<file path="src/rtl/minx16_pkg.sv">
// Shared definitions for the Minx16 execute stage: op codes, write modes,
// flag positions, FSM states and a flag-packing helper.
package minx16_pkg;

   typedef enum logic [3:0] {
      OP_ADD = 4'd0,
      OP_SUB = 4'd1,
      OP_AND = 4'd2,
      OP_OR  = 4'd3,
      OP_XOR = 4'd4,
      OP_MOV = 4'd5,
      OP_SHL = 4'd6,
      OP_SHR = 4'd7,
      OP_SAR = 4'd8,
      OP_MUL = 4'd9,
      OP_CMP = 4'd10
   } op_e;

   localparam logic [2:0] WD_NONE  = 3'b000;
   localparam logic [2:0] WD_LO    = 3'b001;
   localparam logic [2:0] WD_HI    = 3'b010;
   localparam logic [2:0] WD_FULL  = 3'b011;
   localparam logic [2:0] WD_SWAP0 = 3'b100;
   localparam logic [2:0] WD_SWAP1 = 3'b101;
   localparam logic [2:0] WD_SWAP2 = 3'b110;
   localparam logic [2:0] WD_SWAP3 = 3'b111;

   localparam int unsigned FLAG_Z = 3;
   localparam int unsigned FLAG_N = 2;
   localparam int unsigned FLAG_C = 1;
   localparam int unsigned FLAG_V = 0;

   typedef enum logic [1:0] {
      ST_IDLE  = 2'd0,
      ST_MUL   = 2'd1,
      ST_SHIFT = 2'd2
   } state_e;

   function automatic logic [3:0] mk_flags(logic [15:0] res, logic c, logic v);
      logic [3:0] f;
      f         = '0;
      f[FLAG_Z] = (res == 16'h0000);
      f[FLAG_N] = res[15];
      f[FLAG_C] = c;
      f[FLAG_V] = v;
      return f;
   endfunction

endpackage

</file>
<file path="src/rtl/minx16_if.sv">
// Decoder-to-execute bus: op issue handshake plus register-file write port and flags.
interface minx16_if #(parameter int A = 3);
   logic           in_valid;
   logic           in_ready;
   logic [3:0]     op;
   logic [A-1:0]   dst;
   logic [2:0]     wmode;
   logic [15:0]    a;
   logic [15:0]    b;
   logic [A-1:0]   rd;
   logic [15:0]    dd;
   logic [2:0]     wd;
   logic [3:0]     flags;
   logic           busy;

   modport master (
      output in_valid, op, dst, wmode, a, b,
      input  in_ready, rd, dd, wd, flags, busy
   );

   modport slave (
      input  in_valid, op, dst, wmode, a, b,
      output in_ready, rd, dd, wd, flags, busy
   );
endinterface

</file>
<file path="src/rtl/minx16_addsub.sv">
// 16-bit adder/subtractor; C is carry for add and borrow (x<y unsigned) for sub.
module minx16_addsub (
   input  logic [15:0] i_x,
   input  logic [15:0] i_y,
   input  logic        i_sub,
   output logic [15:0] o_sum,
   output logic        o_c,
   output logic        o_v
);
   logic [15:0] w_y;
   logic        w_cout;

   always_comb begin
      w_y             = i_sub ? ~i_y : i_y;
      {w_cout, o_sum} = {1'b0, i_x} + {1'b0, w_y} + {16'd0, i_sub};
      o_c             = i_sub ? ~w_cout : w_cout;
      o_v             = (i_x[15] == w_y[15]) && (o_sum[15] != i_x[15]);
   end
endmodule

</file>
<file path="src/rtl/minx16_exec.sv">
// Minx16 execute stage: single-cycle ALU ops plus iterative MUL and shifts
// that stall issue while in progress.
module minx16_exec
   import minx16_pkg::*;
#(
   parameter int A = 3
) (
   input  logic     clk,
   input  logic     rst,
   minx16_if.slave  bus
);
   state_e         r_state;
   logic           r_busy;
   logic [3:0]     r_op;
   logic [15:0]    r_a;
   logic [15:0]    r_b;
   logic [15:0]    r_acc;
   logic [3:0]     r_cnt;
   logic [A-1:0]   r_dst;
   logic [2:0]     r_wmode;
   logic [A-1:0]   r_rd;
   logic [15:0]    r_dd;
   logic [2:0]     r_wd;
   logic [3:0]     r_flags;

   logic           w_accept;
   logic [15:0]    w_x, w_y, w_sum;
   logic           w_sub, w_as_c, w_as_v;
   logic [15:0]    w_res;
   logic           w_c, w_v, w_single;
   logic [15:0]    w_sh_next;
   logic           w_sh_c;

   assign w_accept     = bus.in_valid & ~r_busy;
   assign bus.in_ready = ~r_busy;
   assign bus.busy     = r_busy;
   assign bus.rd       = r_rd;
   assign bus.dd       = r_dd;
   assign bus.wd       = r_wd;
   assign bus.flags    = r_flags;

   // The adder serves the issuing op in IDLE and the accumulate step in MUL.
   always_comb begin
      if (r_state == ST_MUL) begin
         w_x   = r_acc;
         w_y   = r_b[0] ? r_a : '0;
         w_sub = 1'b0;
      end else begin
         w_x   = bus.a;
         w_y   = bus.b;
         w_sub = (bus.op == OP_SUB) || (bus.op == OP_CMP);
      end
   end

   minx16_addsub u_addsub (
      .i_x   (w_x),
      .i_y   (w_y),
      .i_sub (w_sub),
      .o_sum (w_sum),
      .o_c   (w_as_c),
      .o_v   (w_as_v)
   );

   always_comb begin
      w_res    = bus.a;
      w_c      = 1'b0;
      w_v      = 1'b0;
      w_single = 1'b0;
      case (bus.op)
         OP_ADD, OP_SUB, OP_CMP: begin
            w_res = w_sum; w_c = w_as_c; w_v = w_as_v; w_single = 1'b1;
         end
         OP_AND: begin w_res = bus.a & bus.b; w_single = 1'b1; end
         OP_OR:  begin w_res = bus.a | bus.b; w_single = 1'b1; end
         OP_XOR: begin w_res = bus.a ^ bus.b; w_single = 1'b1; end
         OP_MOV: begin w_res = bus.b;         w_single = 1'b1; end
         OP_SHL, OP_SHR, OP_SAR: w_single = (bus.b[3:0] == 4'd0);
         default: ;
      endcase
   end

   always_comb begin
      case (r_op)
         OP_SHL:  begin w_sh_next = {r_a[14:0], 1'b0};      w_sh_c = r_a[15]; end
         OP_SHR:  begin w_sh_next = {1'b0, r_a[15:1]};      w_sh_c = r_a[0];  end
         default: begin w_sh_next = {r_a[15], r_a[15:1]};   w_sh_c = r_a[0];  end
      endcase
   end

   always_ff @(posedge clk or negedge rst) begin
      if (!rst) begin
         r_state <= ST_IDLE;
         r_busy  <= 1'b0;
         r_op    <= '0;
         r_a     <= '0;
         r_b     <= '0;
         r_acc   <= '0;
         r_cnt   <= '0;
         r_dst   <= '0;
         r_wmode <= WD_NONE;
         r_rd    <= '0;
         r_dd    <= '0;
         r_wd    <= WD_NONE;
         r_flags <= '0;
      end else begin
         r_wd <= WD_NONE;
         case (r_state)
            ST_IDLE: if (w_accept) begin
               r_op    <= bus.op;
               r_dst   <= bus.dst;
               r_wmode <= bus.wmode;
               if (w_single) begin
                  r_flags <= mk_flags(w_res, w_c, w_v);
                  if (bus.op != OP_CMP) begin
                     r_rd <= bus.dst;
                     r_dd <= w_res;
                     r_wd <= bus.wmode;
                  end
               end else if (bus.op == OP_MUL) begin
                  r_state <= ST_MUL;
                  r_busy  <= 1'b1;
                  r_a     <= bus.a;
                  r_b     <= bus.b;
                  r_acc   <= '0;
                  r_cnt   <= '0;
               end else if (bus.op == OP_SHL || bus.op == OP_SHR || bus.op == OP_SAR) begin
                  r_state <= ST_SHIFT;
                  r_busy  <= 1'b1;
                  r_a     <= bus.a;
                  r_cnt   <= bus.b[3:0];
               end
            end
            ST_MUL: begin
               r_acc <= w_sum;
               r_a   <= {r_a[14:0], 1'b0};
               r_b   <= {1'b0, r_b[15:1]};
               r_cnt <= r_cnt + 4'd1;
               if (r_cnt == 4'd15) begin
                  r_state <= ST_IDLE;
                  r_busy  <= 1'b0;
                  r_rd    <= r_dst;
                  r_dd    <= w_sum;
                  r_wd    <= r_wmode;
                  r_flags <= mk_flags(w_sum, 1'b0, 1'b0);
               end
            end
            ST_SHIFT: begin
               r_a   <= w_sh_next;
               r_cnt <= r_cnt - 4'd1;
               if (r_cnt == 4'd1) begin
                  r_state <= ST_IDLE;
                  r_busy  <= 1'b0;
                  r_rd    <= r_dst;
                  r_dd    <= w_sh_next;
                  r_wd    <= r_wmode;
                  r_flags <= mk_flags(w_sh_next, w_sh_c, 1'b0);
               end
            end
            default: begin
               r_state <= ST_IDLE;
               r_busy  <= 1'b0;
            end
         endcase
      end
   end
endmodule

</file>
<file path="src/flat_wrapper.sv">
// flat-port wrapper written by rule: the top's interface ports become plain ports
module minx16_exec_flat import minx16_pkg::*;
#(
   parameter int A = 3
)
  (clk, rst, bus_in_valid, bus_op, bus_dst, bus_wmode, bus_a, bus_b, bus_in_ready, bus_rd, bus_dd, bus_wd, bus_flags, bus_busy);
  minx16_if #(.A(A)) bus_i ();
  input  logic clk;
  input  logic rst;
  input wire logic [$bits(bus_i.in_valid)-1:0] bus_in_valid;
  input wire logic [$bits(bus_i.op)-1:0] bus_op;
  input wire logic [$bits(bus_i.dst)-1:0] bus_dst;
  input wire logic [$bits(bus_i.wmode)-1:0] bus_wmode;
  input wire logic [$bits(bus_i.a)-1:0] bus_a;
  input wire logic [$bits(bus_i.b)-1:0] bus_b;
  output wire logic [$bits(bus_i.in_ready)-1:0] bus_in_ready;
  output wire logic [$bits(bus_i.rd)-1:0] bus_rd;
  output wire logic [$bits(bus_i.dd)-1:0] bus_dd;
  output wire logic [$bits(bus_i.wd)-1:0] bus_wd;
  output wire logic [$bits(bus_i.flags)-1:0] bus_flags;
  output wire logic [$bits(bus_i.busy)-1:0] bus_busy;
  assign bus_i.in_valid = bus_in_valid;
  assign bus_i.op = bus_op;
  assign bus_i.dst = bus_dst;
  assign bus_i.wmode = bus_wmode;
  assign bus_i.a = bus_a;
  assign bus_i.b = bus_b;
  assign bus_in_ready = bus_i.in_ready;
  assign bus_rd = bus_i.rd;
  assign bus_dd = bus_i.dd;
  assign bus_wd = bus_i.wd;
  assign bus_flags = bus_i.flags;
  assign bus_busy = bus_i.busy;
  minx16_exec #(.A(A)) u_core (.clk(clk), .rst(rst), .bus(bus_i));
endmodule
</file>
<file path="config.mk">
export PLATFORM = sky130hd
export DESIGN_NAME = minx16_exec_flat
export DESIGN_NICKNAME = d
export VERILOG_FILES = /design/src/rtl/minx16_pkg.sv /design/src/rtl/minx16_if.sv /design/src/rtl/minx16_addsub.sv /design/src/rtl/minx16_exec.sv /design/src/flat_wrapper.sv
export SDC_FILE = /design/constraint.sdc
export NUM_CORES = 1
export LEC_CHECK = 0
export ABC_CLOCK_PERIOD_IN_PS = 7200
export CAP_MARGIN = 20
export CORE_UTILIZATION = 58
export CTS_BUF_LIST = sky130_fd_sc_hd__clkbuf_8
export CTS_CLUSTER_DIAMETER = 60
export CTS_CLUSTER_SIZE = 28
export DETAILED_ROUTE_END_ITERATION = 8
export PLACE_DENSITY_LB_ADDON = 0.08
export SETUP_SLACK_MARGIN = 0.5
export SYNTH_ARGS = -nofsm -noshare
export SYNTH_HDL_FRONTEND = slang
export SYNTH_SLANG_ARGS = --single-unit
</file>
<file path="constraint.sdc">
create_clock -name clk -period 7.2 [get_ports clk]
set_input_delay 1.44 -clock clk [delete_from_list [all_inputs] [get_ports clk]]
set_output_delay 1.44 -clock clk [all_outputs]
set_load 0.02 [all_outputs]
</file>
==> load_flow_metrics.sql <==
INSERT INTO impl_metrics (metric_group, metric, value, unit) VALUES
('run_status', 'run_status', 'finished clean', ''),
('floorplan', 'fp.coreArea', '12300', 'µm²'),
('synth', 'synth_cell_type_count', '86', ''),
('power', 'power-per-cell-area', '391', 'nW/µm²'),
('setup_path', 'crit_end_element', 'register', ''),
('sta', 'min_period_over_period', '83.6', '%'),
('synth', 'synthDominantAreaCellType', 'sky130_fd_sc_hd__dfrtp_1', ''),
('sta', 'clock-skew-final', '0.0114', 'ns'),
('routing', 'avg_vias_per_cell', '6.33', ''),
('sta', 'worst_pin_slew', '1.11', 'ns'),
('floorplan', 'dieHeight', '115', 'µm'),
('power', 'power.static_leakage', '3.73', 'nW'),
('synth', 'count_of_yosys_warnings_during_synthesis', '0', ''),
('synth', 'asyncSetResetFlopFracSynth', '100', '%'),
('setup_path', 'worstPathCellList', 'clkdlybuf4s50_1 > nor3b_1 > o21a_1 > xnor2_1 > fa_1 > a21o_1 > a221oi_1 > xnor2_1 > a221oi_1 > nand2_1 > or4_4 > nor4b_2 > and4bb_1 > a211o_1', ''),
('global_routing', 'gr-total-overflow', '0', ''),
('power', 'power.switching', '1.67', 'mW'),
('synth', 'synth.cells.most_frequent', '191 x sky130_fd_sc_hd__nand2_1, 96 x sky130_fd_sc_hd__a21oi_1, 95 x sky130_fd_sc_hd__o21ai_0, 91 x sky130_fd_sc_hd__dfrtp_1, 60 x sky130_fd_sc_hd__nor2_1', ''),
('clock_tree', 'post_cts_resize_count', '0', ''),
('synth', 'postSynthNetCount', '1056', ''),
('setup_path', 'timing.critical_path.buf_inv', '1', ''),
('setup_path', 'worst_path_largest_cell_delay', '0.90', 'ns'),
('global_routing', 'grt_usage', '38.1', '%'),
('synth', 'yosysMostFrequentCell', 'sky130_fd_sc_hd__nand2_1', ''),
('clock_tree', 'clock_sinks', '91', ''),
('clock_tree', 'post_cts.repair.setup_buffers', '0', ''),
('routing', 'drt-pass1-iter-count', '5', ''),
('power', 'cellInternalPower', '1.63', 'mW'),
('sta', 'worst_case_headroom_to_the_max_slew_limit', '25.9', '%'),
('place', 'dp_worst_setup_slack', '0.873', 'ns'),
('clock_tree', 'max-clock-path-buffers', '2', ''),
('sta', 'setup_violations', '0', ''),
('global_routing', 'grt_pass1_wl', '37700', 'µm'),
('finish', 'syn2layout_area_growth', '13.7', '%'),
('clock_tree', 'tritoncts', 'built', ''),
('setup_path', 'timing_worst_setup_path_type', 'input port to register', ''),
('sta', 'hold_viol_final', '0', ''),
('power', 'share_comb_of_total_power', '60.0', '%'),
('synth', 'synth-edff-count', '0', ''),
('power', 'pwr-share-seq', '28.6', '%'),
('synth', 'number_of_storage_elements_in_the_synthesis_netlist', '91', ''),
('finish', 'antenna-diode-count', '0', ''),
('setup_path', 'worstPathArrival', '6.36', 'ns'),
('synth', 'ys.flop_type', 'sky130_fd_sc_hd__dfrtp_1', ''),
('finish', 'design.final.nets', '1092', ''),
('floorplan', 'row_count', '40', ''),
('sta', 'fmax', '166', 'MHz'),
('min_path', 'min_path_type', 'register to register', ''),
('power', 'swShare', '50.6', '%'),
('setup_path', 'worst_ep_required_time', '7.54', 'ns'),
('synth', 'synth_area_leaders', 'sky130_fd_sc_hd__dfrtp_1 31%, sky130_fd_sc_hd__nand2_1 9.7%, sky130_fd_sc_hd__ha_1 9.3%', ''),
('routing', 'drtAntennaViolNets', '0', ''),
('setup_path', 'worst_path_slowest_cell', 'sky130_fd_sc_hd__o21a_1', ''),
('synth', 'mean_instance_size_in_the_synthesized_netlist', '7.77', 'µm²'),
('finish', 'final_layout_size_suffix_gt1_share', '6.93', '%'),
('power', 'worst_ir_drop_vdd', '0.276', 'mV'),
('routing', 'routedWlPerCell', '20.5', 'µm'),
('global_routing', 'antenna_found_initial', '1', ''),
('synth', 'synthesized_cell_area', '7420', 'µm²'),
('routing', 'vias', '7370', ''),
('synth', 'synth_top_cell_area_share', '30.7', '%'),
('clock_tree', 'cts.htree.levels', '3', ''),
('sta', 'final_max_slew_viol_count', '0', ''),
('clock_tree', 'cts.clk_slew.worst_paths', '0.10', 'ns'),
('global_routing', 'grt_pass1_vias', '6909', ''),
('sta', 'finalWorstSetupSlack', '1.18', 'ns'),
('setup_path', 'worstSetupStartpointType', 'input port', ''),
('floorplan', 'num_io_pins', '73', ''),
('clock_tree', 'worstSkewPairLatency', '0.39', 'ns'),
('clock_tree', 'clock_root_buffer', 'sky130_fd_sc_hd__clkbuf_8', ''),
('routing', 'drtIter0Drc', '931', '');
-- through the flow --
step,total power [mW],hold slack [ns],area [µm²],util [%],cells
global placement,2.84,0.459,8220,67.1,1147
global route,3.53,0.504,8430,68.8,1164
CTS,3.26,0.487,8430,68.8,1164
finish,3.30,0.488,8430,68.8,1164
floorplan,2.24,0.441,7420,-,955
detailed placement,2.87,0.466,8230,67.1,1148
-- sequential cells by signal, indices dropped and copies added (netlist names), 4 cells and up --
name,count
u_core.bus.dd,16
u_core.r_a,16
u_core.r_acc,16
u_core.r_b,16
u_core.bus.flags,4
u_core.r_cnt,4
u_core.r_op,4
-- cell usage in the layout (no fill, tap or decap), drive strengths merged, types with 7 or more instances in the layout --
master         instances
a221o                  8
nor2                  61
nand3                 15
inv                   52
nor4                   7
nand2                191
a22oi                  8
buf                   19
xnor2                 25
dfrtp                 91
nand4                  7
o21ai                 97
o31ai                 10
a21o                  15
o211ai                 9
a221oi                11
clkbuf                11
a211oi                11
clkdlybuf4s50         71
a21oi                 96
ha                    55
-- layout make-up --
cell class | count | area, µm²
multi-input combinational | 749 | 4700
fill | 1091 | 3830
sequential | 91 | 2280
timing repair buffer | 90 | 853
tap | 168 | 210
inverter | 50 | 188
clock buffer | 11 | 151
clock inverter | 5 | 53.8
-- worst register-to-register path, cell delays in order (launching register included) --
cell and delay [ns]:
sky130_fd_sc_hd__dfrtp_1 0.45, sky130_fd_sc_hd__inv_1 0.14, sky130_fd_sc_hd__ha_4 0.49, sky130_fd_sc_hd__buf_4 0.61, sky130_fd_sc_hd__mux2i_1 0.46, sky130_fd_sc_hd__o21ai_0 0.20, sky130_fd_sc_hd__o21a_1 0.16, sky130_fd_sc_hd__fa_1 0.41
sky130_fd_sc_hd__a21o_1 0.24, sky130_fd_sc_hd__a221oi_1 0.33, sky130_fd_sc_hd__xnor2_1 0.16, sky130_fd_sc_hd__a221oi_1 0.34, sky130_fd_sc_hd__nand2_1 0.12, sky130_fd_sc_hd__or4_4 0.49, sky130_fd_sc_hd__nor4b_2 0.29, sky130_fd_sc_hd__and4bb_1 0.26
sky130_fd_sc_hd__a211o_1 0.12
-- routing by layer --
layer	GRT usage, %	share of wire (%)
met1	53.4	44
met3	7.91	9.8
met4	14.6	3.4
met5	0	0
met2	57.9	43
-- path summary, 6_finish.rpt --
kind / start / to / slack, ns / cells after the start
setup / recovery: bus_op[0] / u_core.bus.flags[3] / 1.18 / 14
hold / removal: u_core.r_acc[2] / u_core.r_acc[2] / 0.49 / 2
setup reg to reg: u_core.r_state[1] / u_core.bus.flags[3] / 1.89 / 16
hold reg to reg: u_core.r_acc[2] / u_core.r_acc[2] / 0.49 / 2
max in group asynchronous: rst / u_core.bus.dd[5] / 5.06 / 2
min in group asynchronous: rst / u_core.r_a[15] / 0.97 / 1
-- kinds of logic after synthesis --
kind of cell	after synthesis	synth area share [%]
mux	12	1.72
compound gates	315	27.5
simple gates	335	20.5
xor+xnor	31	3.66
fa+ha+maj	56	9.54
buf+inv	115	6.42
flops	91	30.7
-- power groups by stage --
| stage | clock (mW) | combinational [mW] | sequential (mW) |
|---|---|---|---|
| 2_1_floorplan | 0 | 1.30 | 0.945 |
| 3_3_place_gp | 0 | 1.90 | 0.937 |
| 3_5_place_dp | 0 | 1.93 | 0.939 |
| 4_1_cts | 0.379 | 1.94 | 0.934 |
| 5_1_grt | 0.395 | 2.17 | 0.968 |
| 6_report | 0.375 | 1.98 | 0.944 |
(Power assumes the default switching activity.)
==> patch (config.mk and constraints unchanged) <==
Encoding of `state_e`: now one-hot (3 bits for 3 states).
--- a/src/rtl/minx16_pkg.sv
+++ b/src/rtl/minx16_pkg.sv
@@ -32,6 +32,6 @@
 
-   typedef enum logic [1:0] {
-      ST_IDLE  = 2'd0,
-      ST_MUL   = 2'd1,
-      ST_SHIFT = 2'd2
+   typedef enum logic [2:0] {
+      ST_IDLE  = 3'b001,
+      ST_MUL   = 3'b010,
+      ST_SHIFT = 3'b100
    } state_e;
Formal check against the unedited RTL: no difference found for any inputs over 4 cycles, from zero or initial values and one cycle with rst low; so few cycles prove little.
==> patch against the unedited design <==
Synthesized cell count fell by 0.52%. Highest routed layer unchanged. Largest cell class unchanged. Wire length rose by 16%. Total power fell by 23%. Non-clock buffer count rose by 1. Register-to-register slack improved by 600 ps. Final area rose by 1.1%. Sequential cell count rose by 1. Critical path type unchanged. Area after synthesis rose by 0.99%. Worst setup slack got worse by 100 ps.
==> patch: results (changes against the unedited design) <==
Setup path
  – Crit path arrival time: 6440 ps (+80 ps)
  – Reg2Reg Setup Slack: 2490 ps (+600 ps)
  – CP max stage delay: 680 ps (-220 ps)
  – R2R cell count: 13 (-3)
  – CP Launch Point: bus_op[1]
  – Worst path top cell family by delay: simple AND/OR/NAND/NOR gates
  – Max stage delay cell, worst path: clkdlybuf4s50_1
  – FF-to-FF Start: u_core.r_state[2]

STA
  – Relative slew margins: 0.301 (+0.0412)
  – Clock skew: 17.1 ps (+5.68 ps)
  – Min cycle time layout: 6120 ps (+100 ps)
  – Hold slack final: 488 ps (+0.448 ps)

Synthesis
  – Mapped Cells: 950 (-0.52%)
  – Top cells by area, synth: dfrtp_1 (30%), ha_1 (8.3%), o21ai_0 (7.0%), nand2_1 (6.2%), a21oi_1 (6.1%)
  – Seq/Total Area, Yosys: 0.307 (+0.000483)
  – Mapped Nets: 1046 (-0.95%)
  – Top post-synthesis cells by count: nand2_1 (124), o21ai_0 (105), a21oi_1 (92), dfrtp_1 (91), nor2_1 (71)
  – Cell variety after synth: 75 (-13%)
  – Mux cell area share after synthesis: 0.0317 (+0.0145)
  – Compound-Gate Fraction of Synth Area: 0.295 (+0.0207)
  – Post-synthesis adder-cell area fraction: 0.0861 (-0.00929)
  – Post-synthesis xor/xnor area fraction: 0.0304 (-0.00620)

Detailed routing
  – Initial DRC Count: 1185 (+27%)
  – Initial DRT Pass Iterations: 6 (+1)
  – Final wirelength: 27800 um (+16%)
  – WL met3: 3160 um (+36%)
  – Total number of vias: 7917 (+7.4%)
  – Met2 Routed Length: 11900 um (+15%)
  – Wire length per cell: 23.9 um (+16%)
  – M1 WL: 11100 um (+6.5%)

Global routing
  – Grt met1 use: 0.584 (+0.0500)
  – Vias in the first global route: 7373 (+6.7%)
  – Pin count of the biggest net entering global routing: 67 (+4.7%)
  – Tot GR Track Use: 0.428 (+0.0465)
  – M3 GR Usage: 0.0894 (+0.0104)
  – Antenna violations before repair: 0 (-1)
  – First-pass GRT wire length: 42200 um (+12%)

Placed design
  – Place WS: 827 ps (-46.4 ps)
  – Placed inst area: 8340 um2 (+1.3%)
  – Post-DP HPWL: 20300 um (+21%)
  – Dpl cells: 1150 (+0.17%)
  – Placer Congestion: 1.02 (+7.6%)

Cells and area
  – Share of cells above drive strength 1: 0.0704 (+0.00115)
  – FILL cells: 1111 (+1.8%)
  – Nets: 1085 (-0.64%)

Worst hold path
  – Hold EP: u_core.r_b[15]

Status
  – Status: completed
==> patch: cell types whose count changed after synthesis, moves of 7 or more <==
cell     delta
a31oi_1    +10
nor2_1     +11
o22ai_1     +7
mux2_2      +8
nor2b_1     +9
nand2_1    -67
nor3_1      +8
o21ai_0    +10
nand3_1    +20
==> patch: layout make-up <==
class                           instances  area, um2  share of cell area
Timing Repair Buffer                   91        861               0.101
Inverter                               44        165              0.0194
Sequential cell                        92       2300               0.270
Clock buffer                            9        124              0.0145
Tap cell                              172        215              0.0252
Multi-Input combinational cell        751       4790               0.562
Clock inverter                          7       63.8             0.00749
==> patch: report_power, final <==
group | internal, mW | switching, mW | leakage, nW
clock | 0.135 | 0.227 | 0.0960
combinational | 0.479 | 0.676 | 2.39
sequential | 0.744 | 0.278 | 1.12
total | 1.36 | 1.18 | 3.61
